<file path="config.mk">
export PLATFORM = sky130hd
export DESIGN_NAME = load_store_unit
export DESIGN_NICKNAME = d
export VERILOG_FILES = /design/src/rtl/load_store_unit.sv
export SDC_FILE = /design/constraint.sdc
export NUM_CORES = 1
export LEC_CHECK = 0
export CORE_ASPECT_RATIO = 0.5
export CORE_MARGIN = 2
export CORE_UTILIZATION = 41
export DETAILED_ROUTE_END_ITERATION = 10
export HOLD_SLACK_MARGIN = 0.12
export PLACE_DENSITY = 0.71
export SYNTH_ARGS = -nofsm -noshare
export SYNTH_HDL_FRONTEND = slang
export SYNTH_SLANG_ARGS = --single-unit
</file>
<file path="constraint.sdc">
create_clock -name clk -period 6.05 [get_ports clk]
set_input_delay 0.605 -clock clk [delete_from_list [all_inputs] [get_ports clk]]
set_output_delay 0.605 -clock clk [all_outputs]
set_load 0.01 [all_outputs]
</file>
<file path="src/rtl/load_store_unit.sv">
// Halfword/byte load-store unit in front of a 16-bit word memory with registered reads.
// Accepts one request at a time; SB performs a read-merge-write so only the addressed byte changes.
module load_store_unit #(
  parameter bit ENDIAN_LE = 1'b1
) (
  input  logic        clk,
  input  logic        rst,
  input  logic        req_valid,
  output logic        req_ready,
  input  logic [2:0]  req_op,
  input  logic [15:0] req_addr,
  input  logic [15:0] req_wdata,
  input  logic [2:0]  req_rd,
  output logic        resp_valid,
  output logic [15:0] resp_data,
  output logic [2:0]  resp_rd,
  output logic        resp_misalign,
  output logic        resp_illegal,
  output logic [15:0] mem_address,
  output logic [15:0] mem_write_data,
  output logic        mem_read,
  output logic        mem_write,
  input  logic [15:0] mem_read_data
);

  typedef enum logic [2:0] {IDLE, ACCESS, CAPTURE, MERGE, REPLY} state_t;

  localparam logic [2:0] OP_LH  = 3'd0;
  localparam logic [2:0] OP_SH  = 3'd1;
  localparam logic [2:0] OP_LB  = 3'd2;
  localparam logic [2:0] OP_LBU = 3'd3;
  localparam logic [2:0] OP_SB  = 3'd4;

  state_t      state, next_state;
  logic [2:0]  op_q;
  logic [15:0] addr_q;
  logic [15:0] wdata_q;
  logic [2:0]  rd_q;
  logic [15:0] result_q;

  logic        rd_en, wr_en;
  logic        in_illegal, in_misalign;
  logic        q_illegal, q_misalign;
  logic        sel_hi;
  logic [7:0]  sel_byte;
  logic [15:0] load_result;
  logic [15:0] merged;

  assign req_ready = (state == IDLE) && !rst;

  assign in_illegal  = req_op > OP_SB;
  assign in_misalign = ((req_op == OP_LH) || (req_op == OP_SH)) && req_addr[0];
  assign q_illegal   = op_q > OP_SB;
  assign q_misalign  = ((op_q == OP_LH) || (op_q == OP_SH)) && addr_q[0];

  // sel_hi: the addressed byte lives in bits [15:8] of the word
  assign sel_hi   = ENDIAN_LE ? addr_q[0] : !addr_q[0];
  assign sel_byte = sel_hi ? mem_read_data[15:8] : mem_read_data[7:0];
  assign merged   = sel_hi ? {wdata_q[7:0], mem_read_data[7:0]}
                           : {mem_read_data[15:8], wdata_q[7:0]};

  always_comb begin
    load_result = 16'h0000;
    case (op_q)
      OP_LH:   load_result = mem_read_data;
      OP_LB:   load_result = {{8{sel_byte[7]}}, sel_byte};
      OP_LBU:  load_result = {8'h00, sel_byte};
      default: load_result = 16'h0000;
    endcase
  end

  always_comb begin
    next_state     = state;
    rd_en          = 1'b0;
    wr_en          = 1'b0;
    mem_write_data = 16'h0000;
    case (state)
      IDLE: begin
        if (req_valid && req_ready)
          next_state = (in_illegal || in_misalign) ? REPLY : ACCESS;
      end
      ACCESS: begin
        if (op_q == OP_SH) begin
          wr_en          = 1'b1;
          mem_write_data = wdata_q;
          next_state     = REPLY;
        end else begin
          rd_en      = 1'b1;
          next_state = (op_q == OP_SB) ? MERGE : CAPTURE;
        end
      end
      CAPTURE: next_state = REPLY;
      MERGE: begin
        wr_en          = 1'b1;
        mem_write_data = merged;
        next_state     = REPLY;
      end
      REPLY:   next_state = IDLE;
      default: next_state = IDLE;
    endcase
  end

  // Gating with rst kills an in-flight write without waiting for a clock edge
  assign mem_read    = rd_en && !rst;
  assign mem_write   = wr_en && !rst;
  assign mem_address = {addr_q[15:1], 1'b0};

  always_ff @(posedge clk or posedge rst) begin
    if (rst) begin
      state         <= IDLE;
      op_q          <= 3'd0;
      addr_q        <= 16'h0000;
      wdata_q       <= 16'h0000;
      rd_q          <= 3'd0;
      result_q      <= 16'h0000;
      resp_valid    <= 1'b0;
      resp_data     <= 16'h0000;
      resp_rd       <= 3'd0;
      resp_misalign <= 1'b0;
      resp_illegal  <= 1'b0;
    end else begin
      state <= next_state;
      if (req_valid && req_ready) begin
        op_q     <= req_op;
        addr_q   <= req_addr;
        wdata_q  <= req_wdata;
        rd_q     <= req_rd;
        result_q <= 16'h0000;
      end
      if (state == CAPTURE)
        result_q <= load_result;
      resp_valid    <= (state == REPLY);
      resp_misalign <= (state == REPLY) && q_misalign;
      resp_illegal  <= (state == REPLY) && q_illegal;
      if (state == REPLY) begin
        resp_data <= result_q;
        resp_rd   <= rd_q;
      end
    end
  end

endmodule

</file>
==> results.json <==
{
  "synth_nets": 361,
  "skew_ns": 0.00605,
  "cp.arrival_ns": 2.92,
  "vias": 2800,
  "synth_top_area_cell": "dfrtp_1",
  "clock_latency_ns": 0.33,
  "cts_buffers": 9,
  "p_comb_frac": 0.371,
  "numClockSinks": 79,
  "grt_pass1_vias": 2858,
  "coreArea_um2": 9540,
  "synth_top_area_frac": 0.486,
  "die_area_um2": 10800,
  "grt_max_degree": 50,
  "grt_setup_unrepaired": "false",
  "cts-root-buf": "clkbuf_16",
  "synth.most_common_cell": "dfrtp_1",
  "synth-edff-count": 0,
  "netlist_area_um2": 4070,
  "powerDensity_nw_per_um2": 451,
  "syn2layout_area_growth_pct": 32.9,
  "synth_warnings": 0,
  "worstHoldEndpoint": "result_q[12]",
  "tns_ns": 0,
  "setup_viol": 0,
  "r2r_end": "wdata_q[14]",
  "power_leakage_uw": 0.00222,
  "crit_fanout": 26,
  "cp.required_ns": 5.44,
  "ir_drop_mv": 0.179,
  "grt_pass1_wl_um": 15000,
  "p_sw_uw": 734,
  "grt_antenna_before_repair": 0,
  "drive_gt1_frac": 0.276,
  "drv_cap": 0,
  "instances_no_fill": 527,
  "hpwl_um": 6830,
  "synth_commonest_cells": "dfrtp_1, mux2_2, mux2_4",
  "p_seq_frac": 0.376,
  "hp-class": "reg2reg",
  "status": "completed",
  "cts.repair.resized": 0,
  "clk_pin_slew_ns": 0.06,
  "fmax_mhz": 283,
  "hp-start": "result_q[12]",
  "dr.pass1.iters": 4,
  "fin_area_um2": 5410,
  "ys_ff_latch": 79,
  "ios": 114,
  "grt-ovfl-total": 0,
  "avgSynthCellArea_um2": 13.4,
  "holdBufCountCts": 0,
  "nets": 445,
  "fin_crit_ns": 3.53,
  "dp_slack_ns": 2.93,
  "die_h_um": 74.4,
  "yosysSeqAreaShare": 0.486,
  "internal-power_uw": 1710,
  "place_area_um2": 5060,
  "fin_hold_ws_ns": 0.494,
  "hold_depth": 1,
  "fin_crit_sh": 0.583,
  "nFillCells": 774,
  "multi_input_area_um2": 1770,
  "reg2reg_depth": 3,
  "rows": 25,
  "htree_levels": 3,
  "slew_headroom": 0.242,
  "postRouteAntennaNets": 0,
  "placed_cells": 512,
  "ys.flop_type": "dfrtp_1",
  "critPathKind": "reg2out",
  "hold_violations": 0,
  "cts_buffer_depth": 2,
  "async_reset_ff_frac": 1.00,
  "diodes": 0,
  "die_x_um": 145,
  "post_cts_buffers": 0,
  "cts_tree": "done",
  "fin_ws_ns": 2.52,
  "finalMaxSlewViolations": 0,
  "post_drt_wl_per_cell_um": 17.9,
  "post-route-drc-count": 0,
  "start_util": 0.426,
  "port_buffers": 112,
  "critPathLaunchType": "flip-flop",
  "synthCells": 304,
  "power.share.clock": 0.253,
  "timing.rr.start": "state[1]",
  "track_usage": 0.184,
  "drt_iter0_drc": 183,
  "via_per_inst": 5.31,
  "seq_area_um2": 1980,
  "endpoint_kind": "primary output",
  "routed_wl_um": 9450,
  "reg2reg_slack_ns": 3.64,
  "ys_types": 39,
  "synthTopCellsByArea": "dfrtp_1, mux2_4, mux2_2",
  "place.gp.congestion": 0.809,
  "worst_pin_slew_ns": 1.13,
  "swShare": 0.301
}
-- per-stage QoR --
stage / utilization / power (uW)
detailed placement: 0.530 / 1830
global route: 0.567 / 2580
global placement: 0.530 / 1800
floorplan: - / 1570
finish: 0.567 / 2440
CTS: 0.567 / 2460
-- routing by layer --
metal | vias to the layer above | track usage | part of all wire
met4 | 0 | 0.0690 | 0.022
met1 | 1392 | 0.232 | 0.43
met3 | 18 | 0.0599 | 0.066
met5 | - | 0 | 0
li1 | 1279 | - | -
met2 | 111 | 0.301 | 0.48
-- state kept, by name (all words and copies together), names as in the netlist --
name	flops
addr_q	16
resp_data	16
result_q	16
wdata_q	16
op_q	3
rd_q	3
resp_rd	3
state	3
resp_illegal	1
resp_misalign	1
resp_valid	1
-- worst max-delay path, stage by stage, from the launching register on --
cell and delay [ns]:
dfrtp_1 0.69, nor3b_2 0.93, a32oi_1 0.23, nor2_1 0.18, clkdlybuf4s50_1 0.56
-- cells by family after synthesis --
| group | synth area share |
|---|---|
| and+or+nand+nor | 0.0637 |
| buffers and inverters | 0.0803 |
| muxes | 0.255 |
| AOI/OAI and AO/OA | 0.114 |
| DFF | 0.486 |
| other | 0.000922 |
-- final cells by class --
type                       count  area share
clock buffer                  12      0.0474
clock inverter                 3      0.0167
inverter                       2     0.00162
multi-input combinational    182       0.327
sequential                    79       0.366
tap                          135      0.0312
timing repair buffer         114       0.210
-- placed cells by master, fill, tap and decap left out, types with 3 or more instances in the layout --
| master | netlist | final |
|---|---|---|
| o2bb2ai_2 | 3 | 3 |
| mux2_2 | 44 | 44 |
| nor3_1 | 4 | 4 |
| a32oi_1 | 16 | 16 |
| nand2_1 | 4 | 4 |
| nor3b_2 | 2 | 3 |
| o21ai_0 | 3 | 3 |
| clkbuf_16 | 0 | 9 |
| o2bb2ai_1 | 10 | 10 |
| dfrtp_1 | 79 | 79 |
| a22oi_1 | 16 | 16 |
| mux2_4 | 36 | 36 |
| bufinv_16 | 0 | 3 |
| clkdlybuf4s50_1 | 0 | 112 |
| nor2_1 | 21 | 21 |
| o22ai_1 | 3 | 3 |
-- power groups by stage --
stage | combinational [uW] | clock, uW | sequential (uW)
global placement | 886 | 0 | 910
floorplan | 736 | 0 | 831
finish | 905 | 616 | 918
detailed placement | 904 | 0 | 922
CTS | 910 | 632 | 917
global route | 973 | 656 | 954
-- worst max-delay path by stage --
stage              from            endpoint  depth (start not counted)
3_5_place_dp   state[1]  mem_write_data[10]                          4
4_1_cts        state[1]  mem_write_data[10]                          4
6_report       state[1]  mem_write_data[10]                          4
3_3_place_gp   state[1]   mem_write_data[1]                          4
2_1_floorplan       rst           addr_q[0]                          1
5_1_grt        state[1]  mem_write_data[10]                          4
Note: power is estimated with default switching activity, not from simulation.
